$ cat src/rtl/pc_gen_if.sv
// Decoupled fetch-address bus from the PC generator to instruction fetch.
// Transfer happens on a cycle where valid && ready; data must stay stable while valid && !ready.
interface pc_gen_if #(
   parameter int ADDR_WIDTH = 64
) ();
   logic                  valid;
   logic                  ready;
   logic [ADDR_WIDTH-1:0] data;

   modport master (output valid, output data, input ready);
   modport slave  (input valid, input data, output ready);
endinterface

$ cat src/rtl/pc_gen.sv
// Program-counter generator feeding instruction fetch: sequential PCs, redirect/flush, halt/drain.
// Optional misaligned-redirect trap is enabled by defining PCGEN_MISALIGN_TRAP_EN.
module pc_gen #(
   parameter int                    ADDR_WIDTH  = 64,
   parameter logic [ADDR_WIDTH-1:0] RESET_PC    = ADDR_WIDTH'(64'h8000_0000),
   parameter int unsigned           FETCH_BYTES = 4
) (
   input  logic                  clk,
   input  logic                  rst,
   pc_gen_if.master              pc,
   input  logic                  redirect_valid,
   input  logic [ADDR_WIDTH-1:0] redirect_target,
   input  logic                  halt_req,
   output logic                  flush,
   output logic                  halted,
`ifdef PCGEN_MISALIGN_TRAP_EN
   output logic                  trap,
   output logic [ADDR_WIDTH-1:0] trap_pc,
`endif
   output logic [2:0]            state_dbg_o
);

   typedef enum logic [2:0] {
      S_BOOT   = 3'd0,
      S_RUN    = 3'd1,
      S_DRAIN  = 3'd2,
      S_HALTED = 3'd3
`ifdef PCGEN_MISALIGN_TRAP_EN
      , S_TRAP = 3'd4
`endif
   } state_e;

   localparam logic [ADDR_WIDTH-1:0] INCR       = ADDR_WIDTH'(FETCH_BYTES);
   localparam logic [ADDR_WIDTH-1:0] ALIGN_MASK = ~(INCR - ADDR_WIDTH'(1));

   state_e                state_q, state_d;
   logic [ADDR_WIDTH-1:0] pc_q, pc_d;
   logic                  issuing;
   logic                  valid_w;
   logic                  handshake;
   logic                  in_halt;
`ifdef PCGEN_MISALIGN_TRAP_EN
   logic [ADDR_WIDTH-1:0] trap_pc_q, trap_pc_d;
   logic                  misaligned;
   assign misaligned = |(redirect_target & ~ALIGN_MASK);
   assign in_halt    = (state_q == S_HALTED) || (state_q == S_TRAP);
`else
   assign in_halt    = (state_q == S_HALTED);
`endif

   // valid depends only on state and redirect, never on ready.
   assign issuing   = (state_q == S_RUN) || (state_q == S_DRAIN);
   assign valid_w   = issuing && !redirect_valid && !rst;
   assign handshake = valid_w && pc.ready;

   assign pc.valid    = valid_w;
   assign pc.data     = pc_q;
   assign flush       = redirect_valid && !rst;
   assign halted      = in_halt && !rst;
   assign state_dbg_o = state_q;
`ifdef PCGEN_MISALIGN_TRAP_EN
   assign trap        = (state_q == S_TRAP) && !rst;
   assign trap_pc     = trap_pc_q;
`endif

   always_comb begin
      state_d = state_q;
      pc_d    = pc_q;
`ifdef PCGEN_MISALIGN_TRAP_EN
      trap_pc_d = trap_pc_q;
`endif
      if (handshake) begin
         pc_d = pc_q + INCR;
      end
      case (state_q)
         S_BOOT:  state_d = S_RUN;
         S_RUN: begin
            if (halt_req) begin
               state_d = handshake ? S_HALTED : S_DRAIN;
            end
         end
         S_DRAIN: begin
            if (handshake) begin
               state_d = S_HALTED;
            end
         end
         default: state_d = state_q;
      endcase
      // A redirect overrides halt and any handshake in the same cycle.
      if (redirect_valid) begin
`ifdef PCGEN_MISALIGN_TRAP_EN
         if (misaligned) begin
            state_d   = S_TRAP;
            pc_d      = pc_q;
            trap_pc_d = redirect_target;
         end else begin
            state_d = S_RUN;
            pc_d    = redirect_target;
         end
`else
         state_d = S_RUN;
         pc_d    = redirect_target & ALIGN_MASK;
`endif
      end
   end

   always_ff @(posedge clk) begin
      if (rst) begin
         state_q <= S_BOOT;
         pc_q    <= RESET_PC;
`ifdef PCGEN_MISALIGN_TRAP_EN
         trap_pc_q <= '0;
`endif
      end else begin
         state_q <= state_d;
         pc_q    <= pc_d;
`ifdef PCGEN_MISALIGN_TRAP_EN
         trap_pc_q <= trap_pc_d;
`endif
      end
   end

endmodule

$ cat src/flat_wrapper.sv
// flat-port wrapper written by rule: the top's interface ports become plain ports
module pc_gen_flat 
#(
   parameter int                    ADDR_WIDTH  = 64,
   parameter logic [ADDR_WIDTH-1:0] RESET_PC    = ADDR_WIDTH'(64'h8000_0000),
   parameter int unsigned           FETCH_BYTES = 4
)
  (clk, rst, redirect_valid, redirect_target, halt_req, flush, halted, state_dbg_o, pc_valid, pc_data, pc_ready);
  pc_gen_if #(.ADDR_WIDTH(ADDR_WIDTH)) pc_i ();
  input  logic clk;
  input  logic rst;
  input  logic redirect_valid;
  input  logic [ADDR_WIDTH-1:0] redirect_target;
  input  logic halt_req;
  output logic flush;
  output logic halted;
  output logic [2:0] state_dbg_o;
  output wire logic [$bits(pc_i.valid)-1:0] pc_valid;
  output wire logic [$bits(pc_i.data)-1:0] pc_data;
  input wire logic [$bits(pc_i.ready)-1:0] pc_ready;
  assign pc_valid = pc_i.valid;
  assign pc_data = pc_i.data;
  assign pc_i.ready = pc_ready;
  pc_gen #(.ADDR_WIDTH(ADDR_WIDTH), .RESET_PC(RESET_PC), .FETCH_BYTES(FETCH_BYTES)) u_core (.clk(clk), .rst(rst), .pc(pc_i), .redirect_valid(redirect_valid), .redirect_target(redirect_target), .halt_req(halt_req), .flush(flush), .halted(halted), .state_dbg_o(state_dbg_o));
endmodule
$ cat config.mk
export PLATFORM = sky130hd
export DESIGN_NAME = pc_gen_flat
export DESIGN_NICKNAME = d
export VERILOG_FILES = /design/src/rtl/pc_gen_if.sv /design/src/rtl/pc_gen.sv /design/src/flat_wrapper.sv
export SDC_FILE = /design/constraint.sdc
export NUM_CORES = 1
export LEC_CHECK = 0
export BUFFER_PORTS_ARGS = -buffer_cell sky130_fd_sc_hd__buf_4
export CAP_MARGIN = 20
export CORE_MARGIN = 4
export CORE_UTILIZATION = 25
export DETAILED_ROUTE_END_ITERATION = 6
export PLACE_DENSITY_LB_ADDON = 0.1
export SLEW_MARGIN = 15
export SYNTH_ARGS = -nofsm -noshare
export SYNTH_HDL_FRONTEND = slang
export SYNTH_SLANG_ARGS = --single-unit
$ cat constraint.sdc
create_clock -name clk -period 5.1 [get_ports clk]
set_clock_uncertainty 0.05 [all_clocks]
set_input_delay 0.255 -clock clk [delete_from_list [all_inputs] [get_ports clk]]
set_output_delay 0.255 -clock clk [all_outputs]
set_load 0.005 [all_outputs]
==> flow_summary.ini, run 1 <==
[critical_path]
worstSetupPathType = reg2reg
endpoint_kind = flop
critPathTopFamily = simple AND/OR/NAND/NOR gates
critPathMaxFanout = 22
r2r-start = u_core.state_dbg_o[0]
cp.required_ns = 5.29
path_buf_inv = 1
slowest_stage = or4_4
r2r_cells = 7
regToRegSetupSlack_ns = 1.77
cp_slowest_stage_delay_ns = 0.79
arrival_ns = 3.53
crit_chain = inv_1 -> ha_1 -> nand2_1 -> or4_4 -> nor3_1 -> a211oi_1 -> nor4_1
reg2reg_to = u_core.pc.data[47]
start_kind = flop
cp.depth = 7

[run]
drv_cap = 0

[yosys]
yosys-top-cells-area = dfxtp_1 (31%), nand3_1 (4.9%), nor2_1 (4.6%)
async_flop_share_pct = 0
synth-seq-cells = 64
synth_top_area_share_pct = 30.66
yosys-top-cells-count = dfxtp_1 (64), nor2_1 (51), nand2_1 (50)
yosysSeqAreaShare_pct = 30.66
yosysMostFrequentCell = dfxtp_1
syn_inst = 554
synth-edff-count = 0
syn_avg_cell_area_sq_um = 7.543
synth_top_cell_by_area = dfxtp_1
synth_cell_types = 58
mappedNetlistArea_sq_mm = 0.004179
synth_top_flop_cell = dfxtp_1
synth_warnings = 0

[placement]
place_hpwl_mm = 11.45
place.gp.congestion = 0.7721
pre_cts_slack_ns = 1.775
port_buffers = 133
dpl.cell_count = 871

[layout]
diodes = 0
nFillCells = 1772
layoutNonFillerInstCount = 887
nets = 736
drive_gt1_share_pct = 23.99
final_core_util_pct = 34.05
syn_to_final_growth_pct = 34.16

[cts]
clockBufferDepth = 2
postCtsResizedCells = 0
root_buffer = clkbuf_16
cts_tree = built
post-cts-setup-buffers = 0
cts_buffers = 9
cts-htree-levels = 3
clock_sinks = 64
ctsHoldBuffers = 0
clk_pin_slew_ns = 0.06
insertion_delay_ns = 0.34

[detailed_routing]
avgViaCountPerCell = 5.214
drc = 0
wl_per_cell_microns = 18.12
wirelength_mm = 16.07
drt_iter0_markers = 255
vias = 4625
drtPass1Iterations = 5
ant_nets = 0

[grt]
gr-total-overflow = 0
grt_pass1_vias = 4530
grt_max_degree = 73
antenna_found_initial = 0
grt_first_pass_wirelength_mm = 24.70
grt_usage_pct = 16.87

[timing]
setup_ws_ns = 1.767
max_freq_mhz = 300.0
worst_slew_pin_slew_ns = 0.8363
final-hold-violation-count = 0
tns_ns = 0
rsz0062_at_grt = no
drv_slew = 0
period_needed_ns = 3.333
setup-violations-final = 0
period_share_pct = 65.36
relSlewSlack_pct = 44.25

[die]
dieArea_sq_mm = 0.01885
die_h_microns = 137.3
core-area_sq_mm = 0.01647
io_pins = 139
rows = 47
start_util_pct = 25.38
die_w_microns = 137.3

[pwr]
powerDensity_mw_per_mm2 = 260.5
total_power_w = 0.001461
p_leak_nw = 2.115
peakVddDrop_mv = 0.1607

[min_path]
hold_path_end = u_core.pc.data[29]
hp-start = redirect_target[29]
min_path_type = in2reg
holdPathStages = 3

[outcome]
outcome = finished clean
-- how the worst max path moves through the flow --
| stage | startpoint | end | slack (ns) |
|---|---|---|---|
| final | u_core.state_dbg_o[0] | u_core.pc.data[47] | 1.77 |
| after global routing | u_core.state_dbg_o[0] | u_core.pc.data[47] | 1.54 |
| after CTS | u_core.state_dbg_o[0] | u_core.pc.data[47] | 1.74 |
| after detailed placement | u_core.state_dbg_o[0] | u_core.pc.data[47] | 1.77 |
| after global placement | u_core.state_dbg_o[0] | u_core.pc.data[57] | 1.85 |
| after floorplan | u_core.state_dbg_o[0] | u_core.pc.data[57] | 2.49 |
-- per-layer routing --
layer  share of wire [%]  GRT usage (%)  routed length, microns
met5                   0              0                       0
met4                 1.1          4.157                     169
met3                 7.1          4.931                    1139
met2                  46          27.06                    7361
met1                  46          22.31                    7400
-- report_power, final --
part	total (W)	leakage [nW]	switching, W	internal, W
combinational	0.000233	1.44	0.000109	0.000124
sequential	0.000590	0.530	0.0000552	0.000535
clock	0.000637	0.150	0.000234	0.000404
total	0.00146	2.11	0.000397	0.00106
-- state kept, by name, indices dropped and copies added (netlist names) --
register,cells
u_core.pc.data,62
u_core.state_dbg_o,2
-- tightest hold or removal path: stages --
cell and delay (ns):
buf_4 0.08, nand2_1 0.03, o21ai_0 0.05
-- logic make-up after synthesis --
kind of cell | share of synthesized area, %
simple gates | 37.96
compound gates | 15.90
flops | 30.66
buf+inv | 5.838
xor+xnor | 5.659
mux | 2.395
fa+ha+maj | 1.497
other cells | 0.08973
-- cell type report --
cell class	count	area [sq um]	share of cell area, %
multi-input combinational	434	2661	47.47
tap	220	275.3	4.910
inverter	16	60.06	1.071
clock inverter	3	40.04	0.7141
timing repair buffer	137	1028	18.34
sequential	64	1281	22.85
clock buffer	13	260.3	4.642
-- cells in the final DEF (no fill, tap or decap), drive strengths merged, types with 13 or more instances in the layout --
master / count
nand4: 24
nand2: 50
buf: 137
xnor2: 19
nand3: 41
dfxtp: 64
inv: 15
or3: 17
a211oi: 20
nor2: 51
clkbuf: 13
a21oi: 25
nor3: 23
nor4: 23
-- per-stage QoR --
| step | cell area, sq um | hold slack (ns) |
|---|---|---|
| after floorplan | 4187 | 0.3136 |
| after global placement | 5306 | 0.4138 |
| after detailed placement | 5306 | 0.4113 |
| after CTS | 5607 | 0.05174 |
| after global routing | 5607 | 0.05904 |
| final | 5607 | 0.06354 |
(Power assumes the default switching activity.)
==> run 2, diff against run 1 <==
==> constraint.sdc (replaced) <==
create_clock -name clk -period 2.8 [get_ports clk]
set_clock_uncertainty 0.05 [all_clocks]
set_input_delay 0.14 -clock clk [delete_from_list [all_inputs] [get_ports clk]]
set_output_delay 0.14 -clock clk [all_outputs]
set_load 0.005 [all_outputs]
==> flow_summary.ini, run 2 (same netlist as run 1, synthesis figures left out) <==
[outcome]
outcome = finished clean

[die]
start_util_pct = 25.38
rows = 47
core-area_sq_mm = 0.01647
io_pins = 139
die_w_microns = 137.3
die_h_microns = 137.3
dieArea_sq_mm = 0.01885

[detailed_routing]
ant_nets = 0
drc = 0
wl_per_cell_microns = 17.84
wirelength_mm = 16.58
drt_iter0_markers = 338
avgViaCountPerCell = 5.142
vias = 4777
drtPass1Iterations = 5

[grt]
gr-total-overflow = 0
grt_pass1_vias = 4462
grt_first_pass_wirelength_mm = 25.11
grt_max_degree = 39
grt_usage_pct = 17.29
antenna_found_initial = 0

[timing]
drv_slew = 0
relSlewSlack_pct = 47.81
final-hold-violation-count = 0
worst_slew_pin_slew_ns = 0.7757
setup-violations-final = 0
period_share_pct = 93.54
max_freq_mhz = 381.8
rsz0062_at_grt = no
tns_ns = 0
period_needed_ns = 2.619

[layout]
mostFrequentLayoutCells = buf_4 (158), dfxtp_1 (64), nor2_1 (51), nand2_1 (50), nand3_1 (41)
stdcell_area_sq_mm = 0.005987
drive_gt1_share_pct = 25.67
diodes = 0
nets = 778
nFillCells = 1777
largest_reg_flops = 62
syn_to_final_growth_pct = 43.26
final_common_cell = buf_4

[cts]
root_buffer = clkbuf_16
post-cts-setup-buffers = 0
clk_pin_slew_ns = 0.06
clock_sinks = 64
insertion_delay_ns = 0.34
clockBufferDepth = 2
cts-htree-levels = 3
cts_buffers = 9
cts_tree = built

[critical_path]
regToRegSetupSlack_ns = 0.18
start_kind = flop
cp.required_ns = 2.97
path_buf_inv = 1
slowest_stage = or4_4
critPathMaxFanout = 7
endpoint_kind = flop
crit_chain = inv_1 -> ha_4 -> nand2_1 -> or4_4 -> or4_1 -> a2111oi_1
critPathTopFamily = simple AND/OR/NAND/NOR gates
worstSetupPathType = reg2reg
cp_slowest_stage_delay_ns = 0.62
arrival_ns = 2.79

[placement]
place.gp.congestion = 0.7811
place_hpwl_mm = 12.09
placed_area_sq_mm = 0.005464
port_buffers = 133

[pwr]
p_leak_nw = 2.302
powerDensity_mw_per_mm2 = 453.2
peakVddDrop_mv = 0.2725

[run]
drv_cap = 0

[min_path]
min_path_type = in2reg
run 2: cell count changes in the layout (fill, tap and decap cells not counted), sizes merged:
cell / change
buf: +21
dlygate4sd3: +21
run 2: stage by stage:
step                      instances  util, %  total power, W  setup WS (ns)  hold slack (ns)
after CTS                       929    36.28        0.002741        0.07323         0.001590
final                           929    36.36        0.002714         0.1810          0.01123
after detailed placement        892    33.18        0.001540        0.09243           0.3010
after floorplan                 556        -        0.001275         0.1915           0.1986
after global routing            929    36.36        0.002836        0.06791          0.02538
after global placement          892    33.18        0.001535         0.1101           0.2994
run 2: cell type report:
type                    instances  area (sq um)  area share (%)
clock buffers                  13         260.3           4.347
multi-input cells             434          2674           44.66
repair buffers                179          1396           23.32
clock inverters                 3         40.04          0.6688
inverters                      16         60.06           1.003
flip-flops and latches         64          1281           21.40
well taps                     220         275.3           4.598
run 2: worst paths after layout:
kind	startpoint	endpoint	depth (start not counted)
worst max-delay path	u_core.state_dbg_o[1]	u_core.pc.data[37]	6
worst max register to register	u_core.state_dbg_o[1]	u_core.pc.data[37]	6
worst min register to register	u_core.pc.data[42]	u_core.pc.data[42]	2
worst min-delay path	redirect_target[38]	u_core.pc.data[38]	3
run 2: report_power, final:
group,leakage (nW),switching [W],internal [W]
Combinational,1.62,0.000217,0.000264
Clock,0.150,0.000429,0.000735
Sequential,0.530,0.0000934,0.000975
run 2: repair_timing:
| item | 4_1_cts | 5_1_grt |
|---|---|---|
| hold endpoints to repair | 21 | 0 |
| setup endpoints to repair | 0 | 9 |
| gates resized for setup | 0 | 2 |
| hold buffers | 21 | 0 |
run 2: worst register-to-register path: stages, from the launching register on:
cell	delay, ns
dfxtp_1	0.37
inv_1	0.12
ha_4	0.31
nand2_1	0.08
or4_4	0.62
or4_1	0.58
a2111oi_1	0.37
run 2: routing by layer:
metal  vias to the layer above  part of all wire [%]  global-route usage, %
li1                       2368                     -                      -
met1                      2249                    46                  23.13
met2                       147                    46                  27.49
met3                        13                   7.0                  4.565
met4                         0                   1.2                  4.767
met5                         -                     0                      0
==> run 3, diff against run 2 <==
--- a/config.mk
+++ b/config.mk
@@ -8,7 +8,7 @@
 export BUFFER_PORTS_ARGS = -buffer_cell sky130_fd_sc_hd__buf_4
 export CAP_MARGIN = 20
 export CORE_MARGIN = 4
-export CORE_UTILIZATION = 25
+export CORE_UTILIZATION = 46
 export DETAILED_ROUTE_END_ITERATION = 6
 export PLACE_DENSITY_LB_ADDON = 0.1
 export SLEW_MARGIN = 15
==> flow_summary.ini, run 3 (same netlist as run 1, synthesis figures left out) <==
[outcome]
outcome = finished clean

[pwr]
peakVddDrop_mv = 0.2303
powerDensity_mw_per_mm2 = 395.3
p_leak_nw = 2.214

[critical_path]
r2r_cells = 8
cp.required_ns = 2.96
critPathMaxFanout = 10
r2r-start = u_core.state_dbg_o[1]
start_kind = flop
endpoint_kind = flop
arrival_ns = 2.82
worstSetupPathType = reg2reg
worstSetupStartpoint = u_core.state_dbg_o[1]

[min_path]
holdPathStages = 3
min_path_type = in2reg
hp-start = redirect_target[10]

[die]
start_util_pct = 47.69
dieArea_sq_mm = 0.01067
die_h_microns = 103.3
rows = 34
die_w_microns = 103.3
core-area_sq_mm = 0.008763
io_pins = 139

[cts]
root_buffer = clkbuf_8
clk_pin_slew_ns = 0.08
cts_tree = built
cts_buffers = 9
clock_sinks = 64
post-cts-setup-buffers = 0
cts-htree-levels = 3
clockBufferDepth = 2
insertion_delay_ns = 0.36

[timing]
period_share_pct = 94.94
relSlewSlack_pct = 48.12
worst_slew_pin_slew_ns = 0.7782
final-hold-violation-count = 0
max_freq_mhz = 376.2
drv_slew = 0
setup-violations-final = 0
rsz0062_at_grt = no
period_needed_ns = 2.658
tns_ns = 0

[detailed_routing]
drt_iter0_markers = 323
drtPass1Iterations = 6
avgViaCountPerCell = 5.975
ant_nets = 0
wl_per_cell_microns = 17.34
wirelength_mm = 14.11
drc = 0
vias = 4864

[grt]
antenna_found_initial = 0
grt_pass1_vias = 4606
grt_first_pass_wirelength_mm = 22.22
grt_max_degree = 71
gr-total-overflow = 0
grt_usage_pct = 26.43

[run]
drv_cap = 0

[placement]
dpl.cell_count = 773
place.gp.congestion = 0.8373
place_hpwl_mm = 9.907
port_buffers = 133

[layout]
nets = 775
multiInputGateArea_sq_mm = 0.002671
largest_reg_flops = 62
syn_to_final_growth_pct = 36.53
mostFrequentLayoutCells = buf_4 (151), dfxtp_1 (63), nor2_1 (51), nand2_1 (50), nand3_1 (41)
final-seq-area_sq_mm = 0.001282
layoutNonFillerInstCount = 814
nFillCells = 781
drive_gt1_share_pct = 25.35
final_common_cell = buf_4
diodes = 0
run 3: layout make-up:
class / instances / area share [%]
Multi-Input combinational cell: 434 / 46.82
Timing Repair Buffer: 176 / 24.25
Sequential cell: 64 / 22.48
Tap cell: 108 / 2.368
Clock buffer: 9 / 2.171
Inverter: 16 / 1.053
Clock inverter: 7 / 0.8553
run 3: critical path, cell delays in order, from the launching register on:
cell	delay, ns
dfxtp_2	0.36
inv_1	0.07
ha_1	0.31
nand2_1	0.10
or4_4	0.57
buf_4	0.20
or4_1	0.58
nor3b_2	0.20
a2111oi_2	0.07
run 3: where the power goes:
| group | internal, W | switching [W] | total, W | leakage, nW |
|---|---|---|---|---|
| clock network | 0.000318 | 0.000402 | 0.000720 | 0.0772 |
| registers | 0.000973 | 0.0000942 | 0.00107 | 0.530 |
| logic | 0.000262 | 0.000206 | 0.000468 | 1.61 |
| total | 0.00155 | 0.000702 | 0.00226 | 2.21 |
run 3: through the flow:
step	hold slack (ns)	total power (W)	utilization [%]	setup WS, ns	area, sq um
after floorplan	0.1986	0.001275	-	0.1915	4187
after global placement	0.2886	0.001510	60.15	0.1908	5271
after detailed placement	0.2969	0.001520	60.15	0.1133	5271
after CTS	0.002707	0.002263	64.98	0.06632	5694
after global routing	0.01284	0.002370	65.11	0.04820	5705
final	0.003915	0.002255	65.11	0.1417	5705
run 3: repair_timing:
action	4_1_cts	5_1_grt
endpoints found under the setup margin	0	2
hold endpoints to repair	25	0
resized for setup	0	3
hold buffers	25	0
run 3: routing by layer:
layer | global-route usage [%] | vias to the layer above | share of wire, %
met3 | 5.902 | 35 | 8.0
li1 | - | 2361 | -
met2 | 41.84 | 206 | 46
met1 | 34.90 | 2262 | 44
met5 | 0 | - | 0
met4 | 10.76 | 0 | 2.6
run 3: path summary, 6_finish.rpt:
check	slack (ns)	endpoint
max	0.14	u_core.pc.data[37]
min	0.004	u_core.pc.data[10]
max reg2reg	0.14	u_core.pc.data[37]
min reg2reg	0.49	u_core.pc.data[42]
